[src/rtl/ir_nec_decoder_ctrl_if.sv]
// rtl/ir_nec_decoder_ctrl_if.sv - IR edge-flag inputs and decoded NEC frame outputs
interface ir_nec_decoder_ctrl_if;
    logic        ir_pos_flag;
    logic        ir_neg_flag;
    logic [31:0] ir_data;
    logic        data_valid;
    logic        repeat_valid;
    logic [7:0]  repeat_cnt;
    logic        frame_err;
    logic        busy;

    modport master (
        output ir_pos_flag, ir_neg_flag,
        input  ir_data, data_valid, repeat_valid, repeat_cnt, frame_err, busy
    );

    modport slave (
        input  ir_pos_flag, ir_neg_flag,
        output ir_data, data_valid, repeat_valid, repeat_cnt, frame_err, busy
    );
endinterface

[src/rtl/ir_nec_decoder_ctrl.sv]
// rtl/ir_nec_decoder_ctrl.sv - NEC IR frame decoder driven by IRDA_RXD edge flags
module ir_nec_decoder_ctrl #(
    parameter int unsigned LEAD_LOW_MIN  = 400000,
    parameter int unsigned LEAD_LOW_MAX  = 500000,
    parameter int unsigned LEAD_HIGH_MIN = 200000,
    parameter int unsigned LEAD_HIGH_MAX = 250000,
    parameter int unsigned RPT_HIGH_MIN  = 100000,
    parameter int unsigned RPT_HIGH_MAX  = 125000,
    parameter int unsigned BIT_LOW_MIN   = 20000,
    parameter int unsigned BIT_LOW_MAX   = 36000,
    parameter int unsigned ZERO_HIGH_MAX = 45000,
    parameter int unsigned ONE_HIGH_MIN  = 70000,
    parameter int unsigned ONE_HIGH_MAX  = 100000,
    parameter int unsigned TIMEOUT       = 600000,
    parameter bit          CHECK_CMD     = 1'b1
) (
    input  logic                 CLOCK_50,
    input  logic                 rst_n,
    ir_nec_decoder_ctrl_if.slave ir_bus
);
    typedef enum logic [2:0] {
        S_IDLE,
        S_LEAD_LOW,
        S_LEAD_HIGH,
        S_BIT_LOW,
        S_BIT_HIGH,
        S_STOP
    } state_t;

    localparam logic [19:0] C_LEAD_LOW_MIN  = 20'(LEAD_LOW_MIN);
    localparam logic [19:0] C_LEAD_LOW_MAX  = 20'(LEAD_LOW_MAX);
    localparam logic [19:0] C_LEAD_HIGH_MIN = 20'(LEAD_HIGH_MIN);
    localparam logic [19:0] C_LEAD_HIGH_MAX = 20'(LEAD_HIGH_MAX);
    localparam logic [19:0] C_RPT_HIGH_MIN  = 20'(RPT_HIGH_MIN);
    localparam logic [19:0] C_RPT_HIGH_MAX  = 20'(RPT_HIGH_MAX);
    localparam logic [19:0] C_BIT_LOW_MIN   = 20'(BIT_LOW_MIN);
    localparam logic [19:0] C_BIT_LOW_MAX   = 20'(BIT_LOW_MAX);
    localparam logic [19:0] C_ZERO_HIGH_MAX = 20'(ZERO_HIGH_MAX);
    localparam logic [19:0] C_ONE_HIGH_MIN  = 20'(ONE_HIGH_MIN);
    localparam logic [19:0] C_ONE_HIGH_MAX  = 20'(ONE_HIGH_MAX);
    localparam logic [19:0] C_TIMEOUT       = 20'(TIMEOUT);

    state_t      r_state,        w_state_nxt;
    logic [19:0] r_cnt,          w_cnt_nxt;
    logic [31:0] r_sreg,         w_sreg_nxt;
    logic [4:0]  r_bit_idx,      w_bit_idx_nxt;
    logic        r_is_rpt,       w_is_rpt_nxt;
    logic        r_has_frame,    w_has_frame_nxt;
    logic [31:0] r_ir_data,      w_ir_data_nxt;
    logic        r_data_valid,   w_data_valid_nxt;
    logic        r_repeat_valid, w_repeat_valid_nxt;
    logic [7:0]  r_repeat_cnt,   w_repeat_cnt_nxt;
    logic        r_frame_err,    w_frame_err_nxt;

    logic w_pos;
    logic w_neg;
    logic w_edge;
    logic w_want_pos;
    logic w_timeout;
    logic w_is_zero;
    logic w_is_one;
    logic w_check_ok;
    logic w_err;

    function automatic logic in_win(input logic [19:0] v, input logic [19:0] lo, input logic [19:0] hi);
        return (v >= lo) && (v <= hi);
    endfunction

    // Simultaneous pos+neg is a glitch: neither flag counts as an edge.
    assign w_pos      = ir_bus.ir_pos_flag & ~ir_bus.ir_neg_flag;
    assign w_neg      = ir_bus.ir_neg_flag & ~ir_bus.ir_pos_flag;
    assign w_edge     = w_pos | w_neg;
    assign w_want_pos = (r_state == S_LEAD_LOW) || (r_state == S_BIT_LOW) || (r_state == S_STOP);
    // Fires one cycle early so frame_err coincides with cnt reaching TIMEOUT.
    assign w_timeout  = (r_state != S_IDLE) && (r_cnt == C_TIMEOUT - 20'd1);
    assign w_is_zero  = in_win(r_cnt, C_BIT_LOW_MIN, C_ZERO_HIGH_MAX);
    assign w_is_one   = in_win(r_cnt, C_ONE_HIGH_MIN, C_ONE_HIGH_MAX);
    assign w_check_ok = !CHECK_CMD || (r_sreg[31:24] == ~r_sreg[23:16]);

    always_comb begin
        w_state_nxt        = r_state;
        w_cnt_nxt          = (r_cnt >= C_TIMEOUT) ? C_TIMEOUT : r_cnt + 20'd1;
        w_sreg_nxt         = r_sreg;
        w_bit_idx_nxt      = r_bit_idx;
        w_is_rpt_nxt       = r_is_rpt;
        w_has_frame_nxt    = r_has_frame;
        w_ir_data_nxt      = r_ir_data;
        w_data_valid_nxt   = 1'b0;
        w_repeat_valid_nxt = 1'b0;
        w_repeat_cnt_nxt   = r_repeat_cnt;
        w_frame_err_nxt    = 1'b0;
        w_err              = 1'b0;

        if (r_state == S_IDLE) begin
            if (w_neg) begin
                w_state_nxt  = S_LEAD_LOW;
                w_cnt_nxt    = 20'd0;
                w_is_rpt_nxt = 1'b0;
            end
        end else if (w_edge) begin
            w_cnt_nxt = 20'd0;
            if (w_pos != w_want_pos) begin
                w_err = 1'b1;
            end else begin
                case (r_state)
                    S_LEAD_LOW: begin
                        if (in_win(r_cnt, C_LEAD_LOW_MIN, C_LEAD_LOW_MAX)) w_state_nxt = S_LEAD_HIGH;
                        else                                               w_err       = 1'b1;
                    end
                    S_LEAD_HIGH: begin
                        if (in_win(r_cnt, C_LEAD_HIGH_MIN, C_LEAD_HIGH_MAX)) begin
                            w_state_nxt   = S_BIT_LOW;
                            w_bit_idx_nxt = 5'd0;
                        end else if (in_win(r_cnt, C_RPT_HIGH_MIN, C_RPT_HIGH_MAX)) begin
                            w_state_nxt  = S_STOP;
                            w_is_rpt_nxt = 1'b1;
                        end else begin
                            w_err = 1'b1;
                        end
                    end
                    S_BIT_LOW: begin
                        if (in_win(r_cnt, C_BIT_LOW_MIN, C_BIT_LOW_MAX)) w_state_nxt = S_BIT_HIGH;
                        else                                             w_err       = 1'b1;
                    end
                    S_BIT_HIGH: begin
                        if (w_is_zero || w_is_one) begin
                            w_sreg_nxt = {w_is_one, r_sreg[31:1]};
                            if (r_bit_idx == 5'd31) begin
                                w_state_nxt = S_STOP;
                            end else begin
                                w_bit_idx_nxt = r_bit_idx + 5'd1;
                                w_state_nxt   = S_BIT_LOW;
                            end
                        end else begin
                            w_err = 1'b1;
                        end
                    end
                    S_STOP: begin
                        w_state_nxt = S_IDLE;
                        if (!in_win(r_cnt, C_BIT_LOW_MIN, C_BIT_LOW_MAX)) begin
                            w_err = 1'b1;
                        end else if (r_is_rpt) begin
                            if (r_has_frame) begin
                                w_repeat_valid_nxt = 1'b1;
                                if (r_repeat_cnt != 8'hFF) w_repeat_cnt_nxt = r_repeat_cnt + 8'd1;
                            end else begin
                                w_err = 1'b1;
                            end
                        end else if (w_check_ok) begin
                            w_ir_data_nxt    = r_sreg;
                            w_data_valid_nxt = 1'b1;
                            w_repeat_cnt_nxt = 8'd0;
                            w_has_frame_nxt  = 1'b1;
                        end else begin
                            w_err = 1'b1;
                        end
                    end
                    default: w_err = 1'b1;
                endcase
            end
        end else if (w_timeout) begin
            w_err = 1'b1;
        end

        if (w_err) begin
            w_state_nxt     = S_IDLE;
            w_frame_err_nxt = 1'b1;
        end
    end

    always_ff @(posedge CLOCK_50 or negedge rst_n) begin
        if (!rst_n) begin
            r_state        <= S_IDLE;
            r_cnt          <= 20'd0;
            r_sreg         <= 32'd0;
            r_bit_idx      <= 5'd0;
            r_is_rpt       <= 1'b0;
            r_has_frame    <= 1'b0;
            r_ir_data      <= 32'd0;
            r_data_valid   <= 1'b0;
            r_repeat_valid <= 1'b0;
            r_repeat_cnt   <= 8'd0;
            r_frame_err    <= 1'b0;
        end else begin
            r_state        <= w_state_nxt;
            r_cnt          <= w_cnt_nxt;
            r_sreg         <= w_sreg_nxt;
            r_bit_idx      <= w_bit_idx_nxt;
            r_is_rpt       <= w_is_rpt_nxt;
            r_has_frame    <= w_has_frame_nxt;
            r_ir_data      <= w_ir_data_nxt;
            r_data_valid   <= w_data_valid_nxt;
            r_repeat_valid <= w_repeat_valid_nxt;
            r_repeat_cnt   <= w_repeat_cnt_nxt;
            r_frame_err    <= w_frame_err_nxt;
        end
    end

    assign ir_bus.ir_data      = r_ir_data;
    assign ir_bus.data_valid   = r_data_valid;
    assign ir_bus.repeat_valid = r_repeat_valid;
    assign ir_bus.repeat_cnt   = r_repeat_cnt;
    assign ir_bus.frame_err    = r_frame_err;
    assign ir_bus.busy         = (r_state != S_IDLE);
endmodule

[src/flat_wrapper.sv]
// flat-port wrapper written by rule: the top's interface ports become plain ports
module ir_nec_decoder_ctrl_flat 
#(
    parameter int unsigned LEAD_LOW_MIN  = 400000,
    parameter int unsigned LEAD_LOW_MAX  = 500000,
    parameter int unsigned LEAD_HIGH_MIN = 200000,
    parameter int unsigned LEAD_HIGH_MAX = 250000,
    parameter int unsigned RPT_HIGH_MIN  = 100000,
    parameter int unsigned RPT_HIGH_MAX  = 125000,
    parameter int unsigned BIT_LOW_MIN   = 20000,
    parameter int unsigned BIT_LOW_MAX   = 36000,
    parameter int unsigned ZERO_HIGH_MAX = 45000,
    parameter int unsigned ONE_HIGH_MIN  = 70000,
    parameter int unsigned ONE_HIGH_MAX  = 100000,
    parameter int unsigned TIMEOUT       = 600000,
    parameter bit          CHECK_CMD     = 1'b1
)
  (CLOCK_50, rst_n, ir_bus_ir_pos_flag, ir_bus_ir_neg_flag, ir_bus_ir_data, ir_bus_data_valid, ir_bus_repeat_valid, ir_bus_repeat_cnt, ir_bus_frame_err, ir_bus_busy);
  ir_nec_decoder_ctrl_if ir_bus_i ();
  input  logic CLOCK_50;
  input  logic rst_n;
  input wire logic [$bits(ir_bus_i.ir_pos_flag)-1:0] ir_bus_ir_pos_flag;
  input wire logic [$bits(ir_bus_i.ir_neg_flag)-1:0] ir_bus_ir_neg_flag;
  output wire logic [$bits(ir_bus_i.ir_data)-1:0] ir_bus_ir_data;
  output wire logic [$bits(ir_bus_i.data_valid)-1:0] ir_bus_data_valid;
  output wire logic [$bits(ir_bus_i.repeat_valid)-1:0] ir_bus_repeat_valid;
  output wire logic [$bits(ir_bus_i.repeat_cnt)-1:0] ir_bus_repeat_cnt;
  output wire logic [$bits(ir_bus_i.frame_err)-1:0] ir_bus_frame_err;
  output wire logic [$bits(ir_bus_i.busy)-1:0] ir_bus_busy;
  assign ir_bus_i.ir_pos_flag = ir_bus_ir_pos_flag;
  assign ir_bus_i.ir_neg_flag = ir_bus_ir_neg_flag;
  assign ir_bus_ir_data = ir_bus_i.ir_data;
  assign ir_bus_data_valid = ir_bus_i.data_valid;
  assign ir_bus_repeat_valid = ir_bus_i.repeat_valid;
  assign ir_bus_repeat_cnt = ir_bus_i.repeat_cnt;
  assign ir_bus_frame_err = ir_bus_i.frame_err;
  assign ir_bus_busy = ir_bus_i.busy;
  ir_nec_decoder_ctrl #(.LEAD_LOW_MIN(LEAD_LOW_MIN), .LEAD_LOW_MAX(LEAD_LOW_MAX), .LEAD_HIGH_MIN(LEAD_HIGH_MIN), .LEAD_HIGH_MAX(LEAD_HIGH_MAX), .RPT_HIGH_MIN(RPT_HIGH_MIN), .RPT_HIGH_MAX(RPT_HIGH_MAX), .BIT_LOW_MIN(BIT_LOW_MIN), .BIT_LOW_MAX(BIT_LOW_MAX), .ZERO_HIGH_MAX(ZERO_HIGH_MAX), .ONE_HIGH_MIN(ONE_HIGH_MIN), .ONE_HIGH_MAX(ONE_HIGH_MAX), .TIMEOUT(TIMEOUT), .CHECK_CMD(CHECK_CMD)) u_core (.CLOCK_50(CLOCK_50), .rst_n(rst_n), .ir_bus(ir_bus_i));
endmodule
[config.mk]
export PLATFORM = sky130hd
export DESIGN_NAME = ir_nec_decoder_ctrl_flat
export DESIGN_NICKNAME = d
export VERILOG_FILES = /design/src/rtl/ir_nec_decoder_ctrl_if.sv /design/src/rtl/ir_nec_decoder_ctrl.sv /design/src/flat_wrapper.sv
export SDC_FILE = /design/constraint.sdc
export NUM_CORES = 1
export LEC_CHECK = 0
export ABC_AREA = 1
export CAP_MARGIN = 10
export CORE_ASPECT_RATIO = 0.8
export CORE_MARGIN = 4
export CORE_UTILIZATION = 59
export DETAILED_ROUTE_END_ITERATION = 8
export PLACE_DENSITY = 0.87
export SLEW_MARGIN = 25
export SYNTH_ARGS = -nofsm -noshare
export SYNTH_HDL_FRONTEND = slang
export SYNTH_SLANG_ARGS = --single-unit
export TNS_END_PERCENT = 100
[constraint.sdc]
create_clock -name CLOCK_50 -period 2.7 [get_ports CLOCK_50]
set_input_delay 0.675 -clock CLOCK_50 [delete_from_list [all_inputs] [get_ports CLOCK_50]]
set_output_delay 0.675 -clock CLOCK_50 [all_outputs]
set_load 0.005 [all_outputs]
==> summary.txt <==
slowest stage delay, CP - 450 ps
WL final - 15400 um
P&R area growth vs syn - 15.1%
IO Pins - 48
Starting Density - 61.9%
ratio of cells with drive above 1 in the final layout - 21.8%
CP Launch Type - flip-flop
die width - 122 um
Setup crit start - u_core.r_state[1]$_DFFE_PN0P_
antenna violations before repair - 0
Cell Pwr Density - 566 nW/um^2
crit path max fanout - 7
yosys warns - 0
area leader, netlist - dfrtp_1
adder-cell share of the synthesized area - 1.43%
critical register-to-register path startpoint - u_core.r_cnt[13]$_DFF_PN0_
grt ovf - 0
FMAX - 0.405 GHz
fin. max-slew vios - 0
clock skew - 8.87 ps
port buffer count - 47
Leak - 0.00327 uW
slowest stage cell, crit path - dfrtp_1
Final min period - 2470 ps
critical path cell sequence - nor2_1 -> inv_2 -> nor2_4 -> inv_2 -> clkdlybuf4s50_1
1st-iter DRT viols - 449
H-tree depth - 3
DR vias - 5224
Clk Latency, worst-skew pair - 350 ps
first-pass GRT wire length - 25600 um
worst rel slew slack - 60.6%
Die Y - 99.1 um
main combinational cell family by area after synthesis - simple AND/OR/NAND/NOR gates
Reg2Reg Depth - 12
postcts setup bufs - 0
final setup vio count - 0
Yosys top cell area share - 42.9%
vias in the first global route - 5187
final period utilization - 91.4%
Distinct cells, synth - 43
status - finished clean
Pre-antenna DRT Iters - 6
Antenna diodes - 0
# rows - 32
CP Class - flip-flop to output pin
Simple-Gate Fraction of Synth Area - 28.4%
clock buffer depth - 2
CTS Buf Count - 9
cell count after synthesis - 748
Worst-Margin Slew - 591 ps
Post-synth ARST share - 100%
Final ANT Viol Nets - 0
flop2flop setup slack - 420 ps
Avg Cell Area, Syn - 8.18 um^2
setup_tns - 0 ps
Compound-Gate Fraction of Synth Area - 14.7%
CTS Hold Buffers Added - 0
Final GP Congestion - 0.973
routed length per instance - 16.4 um
power consumption - 3990 uW
core region area - 9890 um^2
Seq cells post-synth - 105
CP dominant cell by count - inv_2
Worst Hold Class - input pin to async pin
Synth Area in XOR/XNOR - 2.72%
DR vias/cell - 5.58
largest net degree at the start of global routing - 106
main flop type after synthesis - dfrtp_1
nets - 806
CTS Root Cell - clkbuf_16
Post-synth EDFFs - 0
CP required - 2030 ps
TritonCTS clock tree - built
All-Layer GR Usage - 26.7%
Detail Placement HPWL - 11400 um
RSZ-0062 raised after global routing - false
Area contributors post-synth - dfrtp_1, nand2_1, o21ai_2, inv_1, nor2_1
Worst Path Arrival - 1790 ps
register area share after synthesis - 42.9%
DRC viols - 0
Worst-path clk slew - 70 ps
CP endpoint kind - output pin
CTS sink count - 105
max cap viols - 0
Cell Area, Synth - 6120 um^2
Final Hold Vio Count - 0
mux contribution to synthesized area - 0%
PostCTS Resize Cnt - 0
Syn Nets - 759
Peak VDD IR - 0.000591 V
Die ar. - 12100 um^2
number of fillers in the final layout - 785
[power by group]
part / switching [uW] / total (uW) / internal [uW]
logic: 493 / 755 / 262
clock network: 606 / 1520 / 916
registers: 82.8 / 1710 / 1630
[sequential cells by signal, summed over array words and instances (netlist names)]
name and cells:
u_core.r_is_rpt 1, u_core.ir_bus.repeat_cnt 8, u_core.ir_bus.repeat_valid 1, u_core.r_has_frame 1, u_core.r_state 3, u_core.r_bit_idx 5
u_core.r_sreg 32, u_core.ir_bus.data_valid 1, u_core.r_cnt 20, u_core.ir_bus.frame_err 1, u_core.ir_bus.ir_data 32
[worst paths after layout]
kind                                                             end
worst min register to register        u_core.r_has_frame$_DFFE_PN0P_
max in group asynchronous       u_core.ir_bus.ir_data[2]$_DFFE_PN0P_
worst max-delay path                                     ir_bus_busy
worst min-delay path                   u_core.r_state[2]$_DFFE_PN0P_
min in group CLOCK_50                 u_core.r_has_frame$_DFFE_PN0P_
worst max register to register          u_core.r_sreg[7]$_DFFE_PN0P_
[kinds of logic (layout without fill, tap and decap cells)]
| family | count (synthesis) | count (layout) |
|---|---|---|
| fa+ha+maj | 7 | 7 |
| buf+inv | 128 | 180 |
| flops | 105 | 105 |
| simple gates | 368 | 368 |
| compound gates | 121 | 121 |
| xor+xnor | 19 | 19 |
[layer usage]
layer / share of wire (%) / GRT usage [%] / vias up / routed length [um]
met3: 7.4 / 6.08 / 18 / 1130
met5: 0 / 0 / - / 0
met2: 47 / 42.0 / 194 / 7290
li1: - / - / 2498 / -
met1: 44 / 37.7 / 2514 / 6750
met4: 1.2 / 6.89 / 0 / 189
[area by class of cell]
cell class                      count  area, um^2  share of cell area, %
Sequential cell                   105        2630                   37.3
Clock buffer                        9         225                   3.19
Timing Repair Buffer               61         623                   8.84
Inverter                          103         387                   5.48
Tap cell                          136         170                   2.41
Clock inverter                      7         125                   1.77
Multi-Input combinational cell    515        2890                   41.0
[critical path: cells and delay by family (launching register included)]
family | cells | cell delay, ps
simple gates | 2 | 380
buf+inv | 3 | 610
flops | 1 | 450
[through the flow]
stage / utilization (%) / hold WS (ps) / cell area [um^2] / instances / worst slack, ps
global route: 71.3 / 410 / 7050 / 936 / 162
floorplan: - / 379 / 6120 / 748 / 721
CTS: 71.3 / 393 / 7050 / 936 / 230
global placement: 67.7 / 452 / 6700 / 920 / 72.1
detailed placement: 67.7 / 456 / 6700 / 920 / 7.53
finish: 71.3 / 322 / 7050 / 936 / 233
[synth_stat cells, types with 7 or more instances]
cell type  instances
nand2_1          161
dfrtp_1          105
inv_1             80
nor2_1            71
o21ai_2           64
nand3_1           42
nand2_2           36
a21oi_1           23
inv_2             22
xor2_1            17
nand4_1           15
nor3_1            15
buf_6             14
o21ai_0           12
buf_2              8
ha_1               7
o21ai_1            7
[cell usage in the layout, fill, tap and decap left out, types with 3 or more instances in the layout]
master	count
nor2_4	4
o21ai_2	64
o21ai_0	12
nor3_1	15
nand4_1	15
dfrtp_1	105
inv_2	22
nand2_4	3
inv_1	80
clkdlybuf4s50_1	46
buf_4	11
nand3_1	42
buf_12	4
nor2_1	71
ha_1	7
o31ai_1	3
o21a_1	4
nand2_2	36
nor4_1	4
nor2_2	6
nand2_1	161
o21ai_1	7
a21oi_1	23
bufinv_16	3
xor2_1	17
clkbuf_16	9
Power figures use the tool's default switching activity.
==> RTL edit, RTL diff (same settings) <==
Encoding of `state_t`: now one-hot (6 bits for 6 states).
--- a/src/rtl/ir_nec_decoder_ctrl.sv
+++ b/src/rtl/ir_nec_decoder_ctrl.sv
@@ -18,13 +18,13 @@
     input  logic                 rst_n,
     ir_nec_decoder_ctrl_if.slave ir_bus
 );
-    typedef enum logic [2:0] {
-        S_IDLE,
-        S_LEAD_LOW,
-        S_LEAD_HIGH,
-        S_BIT_LOW,
-        S_BIT_HIGH,
-        S_STOP
+    typedef enum logic [5:0] {
+        S_IDLE      = 6'b000001,
+        S_LEAD_LOW  = 6'b000010,
+        S_LEAD_HIGH = 6'b000100,
+        S_BIT_LOW   = 6'b001000,
+        S_BIT_HIGH  = 6'b010000,
+        S_STOP      = 6'b100000
     } state_t;
 
     localparam logic [19:0] C_LEAD_LOW_MIN  = 20'(LEAD_LOW_MIN);
Formal check against the unedited RTL: same outputs for any inputs over 4 cycles, from zero or initial values and one cycle with rst_n low; so few cycles prove little.
==> RTL edit against the original RTL <==
- total power fell by 3.5%
- design area decreased by 1.2%
- sequential cell count is 3 higher
- synthesized area is 1.9% lower
- wire length down 2.4%
- setup slack worse by 0.030 ns
- clock power shrank 5%
- register-to-register slack improved by 0.03 ns
- combinational power is 11% lower
- first-iteration DRC count rose by 5.8%
- largest cell class unchanged
- largest power group unchanged
==> RTL edit: results (changes against the original RTL) <==
outcome: finished clean (unchanged)
synth top area cells: dfrtp_1 45%, nand2_1 13%, nor2_1 5.8%, inv_1 5.7%, o21ai_2 3.6% (was dfrtp_1 43%, nand2_1 9.9%, o21ai_2 9.2%, inv_1 4.9%, nor2_1 4.4%)
post-CTS sizing: 0 (unchanged)
share of cells above drive strength 1: 12.4% (was 21.8%)
worst-margin pin slew: 0.491 ns (was 0.591 ns)
Logic power comb: 673 uW (was 755 uW)
Root Buffer: clkbuf_16 (unchanged)
CP max-delay cell: clkdlybuf4s50_1 (was dfrtp_1)
worst r2r path cells: 10 (was 12)
Buffers on Ports: 47 (unchanged)
Worst EP arrival: 1.82 ns (was 1.79 ns)
Post-Syn Instances: 770 (was 748)
Reg clk slew, reported paths: 0.07 ns (about the same)
hold_ws: 0.280 ns (was 0.322 ns)
routed metal-1 wirelength: 6940 um (was 6750 um)
Netlist cell types: 40 (was 43)
top power group: sequential cells (unchanged)
largest net degree at the start of global routing: 65 (was 106)
GR Util met1: 38.6% (was 37.7%)
Nets: 829 (was 806)
met3 usage: 4.52% (was 6.08%)
final non-filler cell total: 959 (was 936)
Reg-to-Reg Start: u_core.r_cnt[7] (was u_core.r_cnt[13])
Worst Setup SP: u_core.r_state[4] (was u_core.r_state[1])
Cell Area, Placed: 6630 sq um (was 6700 sq um)
clock insertion delay at the later pin of the skew report: 0.35 ns (about the same)
max incr delay on CP: 0.53 ns (was 0.45 ns)
metal3 WL: 1050 um (was 1130 um)
placed cells: 943 (was 920)
Worst Path Buf+Inv: 1 (was 3)
R2R setup slack: 0.45 ns (was 0.42 ns)
initial antenna violation count: 0 (unchanged)
first-pass GRT wire length: 24600 um (was 25600 um)
syn_nets: 781 (was 759)
Clock Power Share: 37.7% (was 38.1%)
metal2 WL: 6840 um (was 7290 um)
CTS Buffer Depth: 2 (unchanged)
Peak supply drop: 0.000530 V (was 0.000591 V)
Main synth FF type: dfrtp_1 (unchanged)
clk_skew: 0.00690 ns (was 0.00887 ns)
gpl congestion: 0.994 (was 0.973)
GR Util All Layers: 25.7% (was 26.7%)
Detailed Place HPWL: 10900 um (was 11400 um)
TritonCTS Buffers: 9 (unchanged)
FF-to-FF End: u_core.ir_bus.ir_data[10] (was u_core.r_sreg[7])
# fillers: 760 (was 785)
H-tree depth: 3 (unchanged)
asr flop ratio synth: 100% (unchanged)
sequential cell area fraction in the yosys report: 45.0% (was 42.9%)
grt met2 use: 39.1% (was 42.0%)
LEAKAGE: 3.18 nW (was 3.27 nW)
P_int: 2.72 mW (was 2.81 mW)
Ys Warns: 0 (unchanged)
DR vias/cell: 5.51 (was 5.58)
DR iter-0 viols: 475 (was 449)
Detailed Route WL: 15000 um (was 15400 um)
top cells by count, synth: 200 x nand2_1, 107 x dfrtp_1, 92 x nor2_1 (was 161 x nand2_1, 105 x dfrtp_1, 80 x inv_1)
Crit Path Max Fanout: 9 (was 7)
vias in the first global route: 4959 (was 5187)
drt first pass iters: 6 (unchanged)
-- RTL edit: cell families (layout without fill, tap and decap cells) --
kind of cell    count (synthesis)  in the layout  synth area share (%)
simple gates                  385            385                  29.1
xor+xnor                       20             20                  2.92
compound gates                122            122                  12.2
fa+ha+maj                       7              7                  1.46
buf+inv                       128            181                  9.23
flops                         108            108                  45.0
-- RTL edit: final cells by class --
class	instances	area share, %
clock buffer	9	3.23
clock inverter	7	1.54
inverter	104	5.60
multi-input combinational	534	39.4
sequential	108	38.8
tap	136	2.44
timing repair buffer	61	8.95
-- RTL edit: per-stage QoR --
stage | util (%) | total power [mW] | setup WS, ns
6_report | 71.3 | 3.85 | 0.203
5_1_grt | 71.3 | 4.03 | 0.0914
4_1_cts | 71.3 | 3.86 | 0.199
3_5_place_dp | 67.9 | 2.41 | 0.00258
3_3_place_gp | 67.9 | 2.39 | 0.127
2_1_floorplan | - | 2.18 | 0.618
